--- src/rtl/snitch_icache_pkg.sv ---
// Shared types and constants for the icache refill writer and its victim selector.
// Optional feature macro: SNITCH_ICACHE_REFILL_LFSR_EN (pseudo-random victim selection).
package snitch_icache_pkg;

    typedef enum logic [1:0] {
        IDLE,
        COLLECT,
        WRITE
    } refill_state_e;

    localparam logic [7:0] LFSR_SEED = 8'hA5;
    // Fibonacci taps 8,6,5,4 expressed as a bit mask over lfsr[7:0]
    localparam logic [7:0] LFSR_TAPS = 8'hB8;

    function automatic logic [7:0] lfsr_step(input logic [7:0] value);
        return {value[6:0], ^(value & LFSR_TAPS)};
    endfunction

endpackage

--- src/rtl/snitch_icache_refill_victim.sv ---
// Victim set selector: round-robin counter, or an 8-bit LFSR when
// SNITCH_ICACHE_REFILL_LFSR_EN is defined. Advances per completed write, flush reseeds.
module snitch_icache_refill_victim
    import snitch_icache_pkg::*;
#(
    parameter int unsigned SET_COUNT = 2,
    parameter int unsigned SET_ALIGN = 1
) (
    input  logic                 clk_i,
    input  logic                 rst_ni,
    input  logic                 advance,
    input  logic                 flush,
    output logic [SET_ALIGN-1:0] victim
);

`ifdef SNITCH_ICACHE_REFILL_LFSR_EN
    logic [7:0] lfsr;

    always_ff @(posedge clk_i or negedge rst_ni) begin
        if (!rst_ni) begin
            lfsr <= LFSR_SEED;
        end else if (flush) begin
            lfsr <= LFSR_SEED;
        end else if (advance) begin
            lfsr <= lfsr_step(lfsr);
        end
    end

    if (SET_COUNT > 1) begin : gen_multi_set
        assign victim = lfsr[SET_ALIGN-1:0];
    end else begin : gen_single_set
        assign victim = '0;
    end
`else
    logic [SET_ALIGN-1:0] count;

    // Flush has priority so a flush coinciding with a write leaves the counter at 0
    always_ff @(posedge clk_i or negedge rst_ni) begin
        if (!rst_ni) begin
            count <= '0;
        end else if (flush) begin
            count <= '0;
        end else if (advance) begin
            count <= (SET_COUNT > 1) ? count + SET_ALIGN'(1) : '0;
        end
    end

    assign victim = count;
`endif

endmodule

--- src/rtl/snitch_icache_refill_writer.sv ---
// Refill writer: takes one miss, assembles FILL_DW beats into a line and issues one
// lookup write. Victim policy selectable with SNITCH_ICACHE_REFILL_LFSR_EN.
module snitch_icache_refill_writer
    import snitch_icache_pkg::*;
#(
    parameter  int unsigned FETCH_AW    = 32,
    parameter  int unsigned LINE_WIDTH  = 128,
    parameter  int unsigned FILL_DW     = 64,
    parameter  int unsigned LINE_COUNT  = 64,
    parameter  int unsigned SET_COUNT   = 2,
    parameter  int unsigned ID_WIDTH    = 4,
    localparam int unsigned LINE_ALIGN  = $clog2(LINE_WIDTH / 8),
    localparam int unsigned COUNT_ALIGN = $clog2(LINE_COUNT),
    localparam int unsigned SET_ALIGN   = (SET_COUNT > 1) ? $clog2(SET_COUNT) : 1,
    localparam int unsigned TAG_WIDTH   = FETCH_AW - LINE_ALIGN - COUNT_ALIGN
) (
    input  logic                   clk_i,
    input  logic                   rst_ni,
    input  logic                   flush_i,
    input  logic [FETCH_AW-1:0]    req_addr_i,
    input  logic [ID_WIDTH-1:0]    req_id_i,
    input  logic                   req_valid_i,
    output logic                   req_ready_o,
    input  logic [FILL_DW-1:0]     fill_data_i,
    input  logic                   fill_error_i,
    input  logic                   fill_last_i,
    input  logic                   fill_valid_i,
    output logic                   fill_ready_o,
    output logic [COUNT_ALIGN-1:0] write_addr_o,
    output logic [SET_ALIGN-1:0]   write_set_o,
    output logic [LINE_WIDTH-1:0]  write_data_o,
    output logic [TAG_WIDTH-1:0]   write_tag_o,
    output logic                   write_error_o,
    output logic                   write_valid_o,
    input  logic                   write_ready_i,
    output logic [ID_WIDTH-1:0]    done_id_o,
    output logic                   done_valid_o
);

    localparam int unsigned BEATS = LINE_WIDTH / FILL_DW;
    localparam int unsigned CNT_W = (BEATS > 1) ? $clog2(BEATS) : 1;

    refill_state_e       state;
    logic [CNT_W-1:0]    cnt;
    logic [ID_WIDTH-1:0] id;
    logic                req_hs;
    logic                fill_hs;
    logic                write_hs;
    logic                last_cnt;

    assign req_hs   = req_valid_i & req_ready_o;
    assign fill_hs  = fill_valid_i & fill_ready_o;
    assign write_hs = write_valid_o & write_ready_i;
    assign last_cnt = (cnt == CNT_W'(BEATS - 1));

    // Completion is reported in the handshake cycle itself
    assign done_valid_o = write_hs;
    assign done_id_o    = id;

    always_ff @(posedge clk_i or negedge rst_ni) begin
        if (!rst_ni) begin
            state         <= IDLE;
            req_ready_o   <= 1'b1;
            fill_ready_o  <= 1'b0;
            write_valid_o <= 1'b0;
            cnt           <= '0;
            id            <= '0;
            write_addr_o  <= '0;
            write_tag_o   <= '0;
            write_data_o  <= '0;
            write_error_o <= 1'b0;
        end else begin
            case (state)
                IDLE: begin
                    if (req_hs) begin
                        state         <= COLLECT;
                        req_ready_o   <= 1'b0;
                        fill_ready_o  <= 1'b1;
                        write_tag_o   <= TAG_WIDTH'(req_addr_i >> (LINE_ALIGN + COUNT_ALIGN));
                        write_addr_o  <= COUNT_ALIGN'(req_addr_i >> LINE_ALIGN);
                        id            <= req_id_i;
                        cnt           <= '0;
                        write_error_o <= 1'b0;
                        write_data_o  <= '0;
                    end
                end
                COLLECT: begin
                    if (fill_hs) begin
                        for (int unsigned b = 0; b < BEATS; b++) begin
                            if (cnt == CNT_W'(b)) begin
                                write_data_o[b*FILL_DW +: FILL_DW] <= fill_data_i;
                            end
                        end
                        cnt <= cnt + CNT_W'(1);
                        // Burst length disagreeing with the line size taints the line
                        write_error_o <= write_error_o | fill_error_i | (fill_last_i ^ last_cnt);
                        if (last_cnt || fill_last_i) begin
                            state         <= WRITE;
                            fill_ready_o  <= 1'b0;
                            write_valid_o <= 1'b1;
                        end
                    end
                end
                WRITE: begin
                    if (write_hs) begin
                        state         <= IDLE;
                        write_valid_o <= 1'b0;
                        req_ready_o   <= 1'b1;
                    end
                end
                default: begin
                    state <= IDLE;
                end
            endcase
        end
    end

    snitch_icache_refill_victim #(
        .SET_COUNT(SET_COUNT),
        .SET_ALIGN(SET_ALIGN)
    ) i_victim (
        .clk_i  (clk_i),
        .rst_ni (rst_ni),
        .advance(write_hs),
        .flush  (flush_i),
        .victim (write_set_o)
    );

endmodule

--- config.mk ---
export PLATFORM = sky130hd
export DESIGN_NAME = snitch_icache_refill_writer
export DESIGN_NICKNAME = d
export VERILOG_FILES = /design/src/rtl/snitch_icache_pkg.sv /design/src/rtl/snitch_icache_refill_victim.sv /design/src/rtl/snitch_icache_refill_writer.sv
export SDC_FILE = /design/constraint.sdc
export NUM_CORES = 1
export LEC_CHECK = 0
export ABC_AREA = 1
export CAP_MARGIN = 15
export CORE_UTILIZATION = 40
export DETAILED_ROUTE_END_ITERATION = 12
export GPL_TIMING_DRIVEN = 0
export PLACE_DENSITY = 0.76
export SLEW_MARGIN = 20
export SYNTH_ARGS = -nofsm -noshare
export SYNTH_HDL_FRONTEND = slang
export SYNTH_HIERARCHICAL = 1
export SYNTH_SLANG_ARGS = --single-unit
export TNS_END_PERCENT = 100
--- constraint.sdc ---
create_clock -name clk_i -period 1.3 [get_ports clk_i]
set_input_delay 0.26 -clock clk_i [delete_from_list [all_inputs] [get_ports clk_i]]
set_output_delay 0.26 -clock clk_i [all_outputs]
set_load 0.02 [all_outputs]
### After elaboration in Yosys (flattened, before gate mapping)

Cells that the tools add are included.

| storage, ports and cells | value |
|---|---|
| register bits after elaboration | 168 |
| word-level logic and storage cells | 69 |

| cells by class | value |
|---|---|
| reduce and logical (&&, ||, !) cells | 14 |
| eq/ne operators | 8 |
| $add $sub $neg | 2 |
| bitwise operators | 6 |
| muxes and demuxes | 27 |

Operators with widths:

| kind | number |
|---|---|
| 2-to-1 mux 128 bit | 2 |
| one-hot mux 128 bit (2 select lines) | 1 |
| 2-to-1 mux 64 bit | 2 |
| AND reduction 4 bit | 5 |
| 2-to-1 mux 1 bit | 12 |
| != test 2 bit, second input constant | 6 |
| one-hot mux 1 bit (2 select lines) | 5 |
| 2-to-1 mux 2 bit | 4 |
| nonzero test 2 bit | 4 |
| one-hot mux 2 bit (3 select lines) | 1 |
| AND reduction 3 bit | 2 |
| bitwise AND 1 bit | 3 |
| adder 1 bit, second input constant | 2 |
| equality test 2 x 1 -> 1 bit, second input constant | 1 |
| equality test 2 bit, second input constant | 1 |
| zero test 2 bit | 1 |
| OR 1 bit | 2 |
| AND reduction 2 bit | 1 |
| logical OR 1 bit | 1 |
| XOR 1 bit | 1 |

### Longest topological paths before layout

Gate-level depths: netlist (run 1).

| depth | value |
|---|---|
| word-level depth | 4 |
| mapped depth | 7 |
| depth with buffers taken out | 7 |

### Cells and area by module

Netlist (run 1), hierarchy kept.

By module, submodules not included:

| module | sequential area each (µm²) | times used | area each (µm²) | cells each |
|---|---|---|---|---|
| snitch_icache_refill_writer | 4180.3 | 1 | 7333.3 | 888 |
| snitch_icache_refill_victim | 25.0 | 1 | 43.8 | 6 |

### Worst setup path before layout (run 1)

No wires, ideal clock.

| timing | value |
|---|---|
| kind | reg-to-reg |
| start point | reg req_ready_o |
| end point | reg write_data_o[14] |
| slack | -0.087 ns |
| required time | 1.234 ns |
| stages on the path, launching flop included | 7 |
| path buffers | 2 |
| data arrival time | 1.321 ns |
| setup time | 0.066 ns |
| path through | dfstp_2 -> nand2_1 -> nand2_1 -> buf_2 -> buf_2 -> nand4_1 -> nand2_1 |

| between the ends | value |
|---|---|
| word-level cells in the longest chain between the ends | 3 |

Ends and longest elaborated chain:

| what | RTL line | RTL |
|---|---|---|
| start: declaration | snitch_icache_refill_writer.sv:23 | `output logic req_ready_o,` |
| start signal: assignment | snitch_icache_refill_writer.sv:63 | `req_ready_o <= 1'b1;` |
| start signal: assignment | snitch_icache_refill_writer.sv:77 | `req_ready_o <= 1'b0;` |
| start signal: assignment | snitch_icache_refill_writer.sv:108 | `req_ready_o <= 1'b1;` |
| bitwise AND 1 bit | snitch_icache_refill_writer.sv:51 | `assign req_hs = req_valid_i & req_ready_o;` |
| != test 2 bit (no line) | n/a |  |
| AND reduction 4 bit (no line) | n/a |  |
| end signal: indexed assignment | snitch_icache_refill_writer.sv:91 | `write_data_o[b*FILL_DW +: FILL_DW] <= fill_data_i;` |
| end: declaration | snitch_icache_refill_writer.sv:31 | `output logic [LINE_WIDTH-1:0] write_data_o,` |

No other way between the ends.
A chain may end at the register's enable or synchronous reset.

### Worst setup path after layout (run 1)

| timing | value |
|---|---|
| start point | reg state[1] |
| end point | reg write_data_o[64] |

| between the ends | value |
|---|---|
| word-level cells in the longest chain between the ends | 3 |

Ends and longest elaborated chain:

| what | RTL line | RTL |
|---|---|---|
| start: declaration | snitch_icache_refill_writer.sv:43 | `refill_state_e state;` |
| start signal: assignment | snitch_icache_refill_writer.sv:62 | `state <= IDLE;` |
| start signal: assignment | snitch_icache_refill_writer.sv:76 | `state <= COLLECT;` |
| start signal: assignment | snitch_icache_refill_writer.sv:98 | `state <= WRITE;` |
| equality test 2 x 1 -> 1 bit / zero test 2 bit (equally long branches) | snitch_icache_refill_writer.sv:73 | `case (state)` |
| != test 2 bit (no line) / nonzero test 2 bit (equally long branches) | n/a |  |
| AND reduction 4 bit (no line) | n/a |  |

Parallel ways exist; a longest one is shown, timed or not.

==> run summary, run 1 <==
Status - finished with violations
Failing checks - negative hold slack, negative setup slack
Initial antenna violation count - 0
Final ANT Viol Nets - 0
Worst EP required - 1.61 ns
Cell count after synthesis - 894
Cell Area, Placed - 10500 um2
H-tree depth - 4
P_leak - 6.62 nW
First-pass GRT wire length - 37600 um
Worst EP arrival - 1.77 ns
Final Cell Area - 11400 um2
Number of setup violations in the final report - 164
Max_cap viols - 0
Worst slew pin tran - 0.605 ns
Layout area overhead - 55.2%
Largest net degree at the start of global routing - 96
Worst-path fanout max - 8
# DRC - 0
Total Routed Length - 25000 um
Setup TNS - -20.02 ns
Hold Crit Class - input port to asynchronous set/reset pin
Reg2reg setup slack - -0.16 ns
Post-synth cell types - 17
Synth warn - 6
I/O Pins - 274
Crit end category - flip-flop
Total iterations of the first detailed-routing run - 5
Fin. max-slew vios - 0
Worst slew margin - 59.7%
Final Hold Vio Count - 72
Critical path class - flip-flop to flip-flop
Gr ovfl total - 0
Buffers on Ports - 269
Worst Setup Start Kind - flip-flop
1st-iter DRT viols - 358
Fin crit period - 1.46 ns
Ant diodes - 0
Max Buffers Root-to-Sink - 2
Core Area - 18000 um2
Layout Nets - 1328
Post-Syn Area - 7380 um2
Die Y - 138 um
Total CTS buffers - 17
Via density - 5.07
Clk_skew - 0.00776 ns
Synth top area share - 56.6%
Final Wtd Congestion - 0.822
Die W - 138 um
Die footprint - 19000 um2
CTS tree - built
Worst vdd ir - 0.892 mV
Unrepaired setup endpoints after global routing - true
Crit share post-route - 112%
Via count - 7395
Dpl hpwl - 16400 um
Layout cells sized above 1 - 36.4%
Seq/Total Area, Yosys - 57.0%
Worst hold slack - -0.217 ns
Vias in the first global route - 7098
Row count - 49
Place WS - -0.567 ns
Largest area contributor in the netlist - dfrtp_1
Clock-pin slew on the worst setup and hold paths - 0.07 ns
CTS root buffer - clkbuf_16
Initial core utilization - 40.9%
Gr usage total - 26.4%
Final WS setup - -0.162 ns
Synth Register Bits - 168
PwrDens - 979 nW/um2
Syn avg cell area - 8.25 um2
Wire per inst - 17.1 um
Clock sink total - 168
Syn_nets - 1003
Worst-Skew Late Latency - 0.42 ns
Top post-synthesis cells by area - dfrtp_1 57%, nand2_1 19%, nand4_1 11%
FMAX - 684 MHz
==> repair_timing <==
action                     4_1_cts  5_1_grt
pin swaps                       15       25
hold endpoints to repair        72       72
buffers inserted                17        1
gates cloned                    16        2
gates resized for setup        815      162
setup endpoints to repair      328      170
==> cell usage in the layout (no fill, tap or decap), types with 2 or more instances in the layout <==
cell type	netlist	routed
bufinv_16	0	4
buf_12	0	2
nand3_1	3	2
a21oi_4	0	2
buf_2	39	165
buf_4	7	30
nand2_1	369	237
clkbuf_1	17	4
clkbuf_4	0	3
inv_1	73	70
buf_6	0	47
nor2_1	70	66
clkbuf_16	0	19
nor2_2	0	2
nand3_4	0	7
inv_6	0	2
dfrtp_1	167	166
o21ai_1	0	2
inv_4	0	2
clkinv_4	0	2
a21oi_1	5	3
nand2_4	0	16
nor2_4	0	2
clkbuf_2	0	9
nand2_2	0	115
clkbuf_8	0	2
buf_8	0	8
clkdlybuf4s50_1	0	102
nand4_1	128	128
==> cells in the mapped netlist <==
library cell / n
nand2_1: 369
dfrtp_1: 167
nand4_1: 128
inv_1: 73
nor2_1: 70
buf_2: 39
clkbuf_1: 17
buf_4: 7
a21oi_1: 5
buf_1: 5
nand3_2: 4
nand3_1: 3
o21ai_0: 3
dfstp_2: 1
ha_1: 1
inv_2: 1
o211ai_1: 1
==> area by class of cell <==
cell class,count,area (um2)
plain buffers,68,617
well taps,229,287
clock buffers,21,460
clock inverters,10,168
flip-flops and latches,168,4210
multi-input cells,587,3120
inverters,74,295
fillers,1546,6580
repair buffers,303,2300
==> report_power, final <==
| group | internal, W | switching [W] | leakage, nW |
|---|---|---|---|
| logic | 0.000298 | 0.000237 | 3.98 |
| clock network | 0.00333 | 0.00212 | 0.304 |
| registers | 0.00523 | 0 | 2.34 |
==> critical path, stage by stage, from the launching register on <==
cell,delay (ns)
dfrtp_2,0.49
inv_4,0.07
nand3_4,0.14
buf_6,0.13
nand3_4,0.19
buf_6,0.22
nand2_2,0.05
nand2_1,0.05
==> sequential cells by signal, summed over array words and instances (netlist names) <==
signal,count
done_id_o,4
i_victim/victim,1
req_ready_o,1
fill_ready_o,1
write_valid_o,1
state,2
write_addr_o,6
write_error_o,1
write_tag_o,22
cnt,1
write_data_o,128
==> stage by stage <==
stage,instances,utilization [%],total power [W]
final,1460,63.5,0.0112
after global routing,1460,63.5,0.0115
after CTS,1457,60.7,0.0113
after detailed placement,1393,58.0,0.00585
after global placement,1392,57.8,0.00584
after floorplan,894,-,0.00537
==> path summary, 6_finish.rpt <==
check,end,cells after the start,from
max,write_data_o[64],7,state[1]
min,write_addr_o[5],1,rst_ni
max reg2reg,write_data_o[64],7,state[1]
min reg2reg,write_data_o[48],2,write_data_o[48]
max in group asynchronous,write_data_o[86],2,rst_ni
min in group clk_i,write_tag_o[7],3,req_addr_i[17]
==> cells by family after synthesis <==
| group | share of synthesized area [%] |
|---|---|
| AOI/OAI and AO/OA | 0.644 |
| buffers and inverters | 8.24 |
| adders and majority gates | 0.170 |
| and+or+nand+nor | 33.9 |
| DFF | 57.0 |
==> layer usage <==
layer | vias to the layer above | global-route usage [%] | part of all wire (%)
met5 | - | 0 | 0
met3 | 45 | 6.55 | 8.4
met2 | 307 | 42.4 | 48
met4 | 0 | 10.6 | 2.6
li1 | 3533 | - | -
met1 | 3510 | 34.0 | 41
(Power assumes the default switching activity.)
==> run 2: changes to the inputs <==
GPL_TIMING_DRIVEN = not set   (was 0)
==> run 2 against run 1 <==
  * Sequential power about the same
  * Via count shrank 0.69%
  * Clock-buffer cell count decreased by 4
  * Critical path depth is 1 lower
  * Sequential share of layout area is 1.0 points higher
  * Non-clock buffer count down 11
  * Sequential cell count did not move
  * The flow finishes with violations (negative setup slack)
  * Clock power down 2%
  * Critical endpoint is now write_data_o[26]
  * Worst setup slack better by 0.065 ns
  * Worst hold slack better by 0.58 ns
  * Register-to-register slack better by 0.07 ns
  * Global-route usage shrank 2.1 points
==> run summary, run 2 (same netlist as run 1, synthesis figures left out) <==
Status - finished with violations
Failing checks - negative setup slack
Clk_skew - 0.00992 ns (+0.00216 ns)
PwrDens - 994 nW/um2 (+1.5%)
Min-Delay Startpoint - req_addr_i[4]
Total Routed Length - 24500 um (-1.7%)
1st-iter DRT viols - 516 (+44%)
# DRC - 0 (unchanged)
CTS tree - built
Vias in the first global route - 6943 (-2.2%)
Reg-to-Reg Start - state[0]
Final Core Density - 61.9% (-1.6 points)
P_leak - 6.57 nW (-0.75%)
Layout cells sized above 1 - 27.2% (-9.2 points)
Worst vdd ir - 0.911 mV (+2.2%)
Final WS setup - -0.0972 ns (+0.0652 ns)
Final ANT Viol Nets - 0 (unchanged)
Crit end category - flip-flop
Wl on met1 - 10100 um (-1.4%)
Die W - 138 um (unchanged)
Via count - 7344 (-0.69%)
Layout Nets - 1314 (-1.1%)
Final Wtd Congestion - 0.814 (-0.96%)
Reg-to-Reg End - write_data_o[26]
Total iterations of the first detailed-routing run - 5 (unchanged)
Buffers on Ports - 269 (unchanged)
Layout area overhead - 51.2%
Total CTS buffers - 17 (unchanged)
Max_cap viols - 0 (unchanged)
Worst hold slack - 0.359 ns (+0.576 ns)
Die footprint - 19000 um2 (unchanged)
Met2 WL - 11900 um (-0.84%)
Worst Setup Start Kind - flip-flop
Number of setup violations in the final report - 108 (-34%)
Worst EP arrival - 1.70 ns (-0.07 ns)
Most frequent cells in the layout - 355 x nand2_1, 164 x dfrtp_1, 161 x buf_2
Die Y - 138 um (unchanged)
Initial antenna violation count - 0 (unchanged)
Registers with the most flip-flops - write_data_o: 128 flops, write_tag_o: 22 flops, write_addr_o: 6 flops
Clock sink total - 168 (unchanged)
Ant diodes - 0 (unchanged)
Gr usage total - 24.2% (-2.1 points)
Unrepaired setup endpoints after global routing - true
Hold Crit Depth - 3
Cell Area, Placed - 10800 um2 (+3.7%)
Max Buffers Root-to-Sink - 2 (unchanged)
Setup TNS - -4.55 ns (+15.47 ns)
Dpl hpwl - 15500 um (-5.2%)
Max Used Layer - met4
Final Cell Area - 11200 um2 (-2.6%)
I/O Pins - 274 (unchanged)
H-tree depth - 4 (unchanged)
Reg2reg setup slack - -0.1 ns (+0.07 ns)
CTS root buffer - clkbuf_16
Final Hold Vio Count - 0 (-100%)
Fin. max-slew vios - 0 (unchanged)
Clock-pin slew on the worst setup and hold paths - 0.07 ns (about the same)
Worst slew pin tran - 0.458 ns (-0.146 ns)
Fin crit period - 1.40 ns (-0.0652 ns)
Max reg flops - 128 (unchanged)
First-pass GRT wire length - 35300 um (-6.1%)
Crit share post-route - 107% (-5.0 points)
Wire per inst - 17.0 um (-0.81%)
Gr ovfl total - 0 (unchanged)
Endpoint, Worst Hold - write_addr_o[0]
Row count - 49 (unchanged)
Biggest register - write_data_o
Largest net degree at the start of global routing - 77 (-20%)
WL met3 - 2020 um (-3.5%)
Reg2Reg Depth - 6 (-1)
Hold Crit Class - input port to flip-flop
Critical path class - flip-flop to flip-flop
Initial core utilization - 40.9% (unchanged)
Worst EP required - 1.60 ns (about the same)
Core Area - 18000 um2 (unchanged)
FMAX - 716 MHz (+4.7%)
Place WS - -0.458 ns (+0.109 ns)
Worst-path fanout max - 35 (+27)
Worst-Skew Late Latency - 0.43 ns (about the same)
Worst slew margin - 69.5% (+9.8 points)
Via density - 5.08 (+0.20%)
Most common cell after layout, fill and taps aside - nand2_1
==> run 2: cell types whose count changed in the layout (fill, tap and decap cells not counted), sizes merged <==
cell	previous run	this run
bufinv	4	3
clkbuf	37	26
nand3	10	7
clkinv	4	3
dlygate4sd3	0	1
buf	253	248
inv	75	82
==> run 2: final cells by class <==
class	count	area, um2
Fill cell	1584	6870
Timing Repair Buffer	360	3070
Clock buffer	17	425
Sequential cell	168	4210
Inverter	74	288
Multi-Input combinational cell	584	2690
Clock inverter	15	188
Tap cell	229	287
==> run 2: worst max path at each step <==
stage,startpoint,to,slack (ns),cells after the start
final,state[0],write_data_o[26],-0.1,6
after global routing,state[1],write_data_o[32],-0.14,8
after CTS,req_ready_o,req_ready_o,-0.09,1
after detailed placement,write_ready_i,done_valid_o,-0.46,4
after global placement,write_ready_i,done_valid_o,-0.47,4
after floorplan,req_ready_o,write_data_o[100],-0.03,6
==> run 2: where the power goes <==
group	switching [W]	leakage, nW	internal [W]
combinational	0.000222	3.93	0.000306
sequential	0	2.34	0.00522
clock	0.00226	0.303	0.00308
total	0.00248	6.57	0.00861
==> run 2: critical path: stages (launching register included) <==
cell	delay, ns
dfrtp_2	0.45
buf_6	0.13
a21oi_4	0.20
nand3_4	0.13
buf_12	0.19
nand2_1	0.09
nand2_1	0.06
==> run 2: metal layers <==
| layer | vias to the layer above | GRT usage (%) |
|---|---|---|
| met1 | 3478 | 29.5 |
| met3 | 47 | 6.55 |
| li1 | 3495 | - |
| met2 | 324 | 41.4 |
| met5 | - | 0 |
| met4 | 0 | 8.03 |
==> run 2: what timing repair did <==
| action | 4_1_cts | 5_1_grt |
|---|---|---|
| endpoints found under the setup margin | 303 | 168 |
| gates resized for setup | 688 | 38 |
| gates cloned | 0 | 12 |
| buffers inserted | 5 | 5 |
| hold buffers | 1 | 0 |
| pin swaps | 1 | 15 |
| endpoints found under the hold margin | 167 | 0 |
==> run 2: metrics by stage <==
| stage | instances | power, W |
|---|---|---|
| floorplan | 894 | 0.00537 |
| global placement | 1393 | 0.00585 |
| detailed placement | 1393 | 0.00585 |
| CTS | 1431 | 0.0112 |
| global route | 1447 | 0.0114 |
| finish | 1447 | 0.0111 |
==> run 3: changes to the inputs <==
MAX_ROUTING_LAYER = met4   (was not set)
==> run 3 against run 2 <==
  * The flow still finishes with violations (negative setup slack)
  * Global-route usage grew 0.72 points
  * Sequential cell count did not move
  * Total power barely moved
  * Clock skew decreased by 0.00077 ns
  * Sequential power about the same
  * Register-to-register slack about the same
  * Maximum frequency about the same
  * Largest power group unchanged
  * Clock-buffer cell count unchanged
  * Core utilization fell by 0.063 points
  * Sequential share of layout area about the same
  * Largest cell class unchanged
  * Combinational power is essentially flat
==> run summary, run 3 (same netlist as run 1, synthesis figures left out) <==
Status - finished with violations
Failing checks - negative setup slack
Clock sink total - 168 (unchanged)
Final Wtd Congestion - 0.826 (+1.5%)
Die W - 138 um (unchanged)
Ant diodes - 0 (unchanged)
Worst slew margin - 69.3% (-0.19 points)
Buffers on Ports - 269 (unchanged)
Final WS setup - -0.0986 ns (-0.00138 ns)
P_leak - 6.57 nW (about the same)
Layout Nets - 1314 (unchanged)
Core Area - 18000 um2 (unchanged)
Initial core utilization - 40.9% (unchanged)
PwrDens - 996 nW/um2 (+0.14%)
1st-iter DRT viols - 500 (-3.1%)
Worst-path fanout max - 35 (unchanged)
I/O Pins - 274 (unchanged)
Crit share post-route - 108% (about the same)
Max_cap viols - 0 (unchanged)
Cell Area, Placed - 10800 um2 (unchanged)
Unrepaired setup endpoints after global routing - true
Number of setup violations in the final report - 105 (-2.8%)
Layout cells sized above 1 - 27.0% (-0.16 points)
# DRC - 0 (unchanged)
Row count - 49 (unchanged)
CTS tree - built
Worst-Skew Late Latency - 0.43 ns (about the same)
Final Hold Vio Count - 0 (unchanged)
Worst Setup Start Kind - flip-flop
Clk_skew - 0.00915 ns (-0.000774 ns)
Die footprint - 19000 um2 (unchanged)
Critical path class - flip-flop to flip-flop
Total CTS buffers - 17 (unchanged)
Most frequent cells in the layout - 355 x nand2_1, 164 x dfrtp_1, 162 x buf_2
Fillcell total - 1584 (unchanged)
Max reg flops - 128 (unchanged)
Wire per inst - 17.0 um (+0.15%)
Biggest register - write_data_o
First-pass GRT wire length - 35300 um (-0.21%)
Max Buffers Root-to-Sink - 2 (unchanged)
Via count - 7321 (-0.31%)
Registers with the most flip-flops - write_data_o: 128 flops, write_tag_o: 22 flops, write_addr_o: 6 flops
Worst hold slack - 0.360 ns (+0.000407 ns)
Die Y - 138 um (unchanged)
Gr usage total - 25.0% (+0.72 points)
Largest net degree at the start of global routing - 77 (unchanged)
Crit end category - flip-flop
Worst slew pin tran - 0.461 ns (+0.00287 ns)
FMAX - 715 MHz (about the same)
Via density - 5.06 (-0.31%)
Worst vdd ir - 0.914 mV (+0.30%)
Final ANT Viol Nets - 0 (unchanged)
Final Cell Area - 11100 um2 (-0.10%)
Fin crit period - 1.40 ns (+0.00138 ns)
Gr ovfl total - 0 (unchanged)
Hold Crit Class - input port to flip-flop
Total iterations of the first detailed-routing run - 5 (unchanged)
Total Routed Length - 24600 um (+0.15%)
Vias in the first global route - 6958 (+0.22%)
Initial antenna violation count - 0 (unchanged)
Worst EP arrival - 1.70 ns (about the same)
Worst EP required - 1.61 ns (about the same)
Clock-pin slew on the worst setup and hold paths - 0.07 ns (about the same)
Dpl hpwl - 15500 um (unchanged)
CTS root buffer - clkbuf_16
H-tree depth - 4 (unchanged)
Most common cell after layout, fill and taps aside - nand2_1
Fin. max-slew vios - 0 (unchanged)
Reg2reg setup slack - -0.1 ns (about the same)
Layout area overhead - 51.0%
run 3: changes by cell type in the layout (fill, tap and decap cells not counted):
cell	change
nor2_2	-2
buf_2	+1
buf_6	-1
nor2_1	+2
run 3: final timing paths:
| path | from | to | cells after the start |
|---|---|---|---|
| worst max register to register | state[0] | write_data_o[26] | 6 |
| worst min register to register | write_data_o[77] | write_data_o[77] | 2 |
| worst max-delay path | state[0] | write_data_o[26] | 6 |
| max in group asynchronous | rst_ni | req_ready_o | 3 |
| worst min-delay path | req_addr_i[4] | write_addr_o[0] | 3 |
| min in group asynchronous | rst_ni | write_data_o[57] | 3 |
run 3: through the flow:
stage                     total power (W)  util (%)  TNS (ns)  setup WS (ns)  std cells
after global routing               0.0114      61.8    -13.47         -0.139       1447
final                              0.0111      61.8     -4.70        -0.0986       1447
after global placement            0.00585      60.1    -44.06         -0.466       1393
after CTS                          0.0112      59.6     -5.10        -0.0932       1431
after detailed placement          0.00585      60.1    -46.85         -0.458       1393
after floorplan                   0.00537         -     -3.07        -0.0261        894
run 3: power by group:
part           switching, W  total [W]  internal, W
combinational      0.000222   0.000528     0.000306
clock               0.00226    0.00534      0.00308
sequential                0    0.00522      0.00522
run 3: worst max-delay path: stages (launching register included):
cell     delay, ns
dfrtp_2       0.45
buf_6         0.13
a21oi_4       0.20
nand3_4       0.13
buf_12        0.19
nand2_1       0.09
nand2_1       0.06
run 3: layout make-up:
| cell class | count | area [um2] | area share (%) |
|---|---|---|---|
| flip-flops and latches | 168 | 4210 | 37.8 |
| clock inverters | 15 | 188 | 1.68 |
| multi-input cells | 584 | 2690 | 24.1 |
| repair buffers | 360 | 3060 | 27.5 |
| inverters | 74 | 288 | 2.58 |
| well taps | 229 | 287 | 2.57 |
| clock buffers | 17 | 425 | 3.82 |
run 3: repair_timing:
item	4_1_cts	5_1_grt
setup endpoints to repair	303	168
gates resized for setup	688	34
cloned	0	12
pin swaps	1	14
endpoints found under the hold margin	167	0
hold buffers	1	0
buffers inserted	5	5
run 3: per-layer routing:
layer / wire, um / vias up / global-route usage, %
met5: 0 / - / -
met4: 525 / 0 / 8.03
met3: 1990 / 41 / 5.81
met2: 11900 / 323 / 41.4
met1: 10100 / 3467 / 30.0
li1: - / 3490 / -
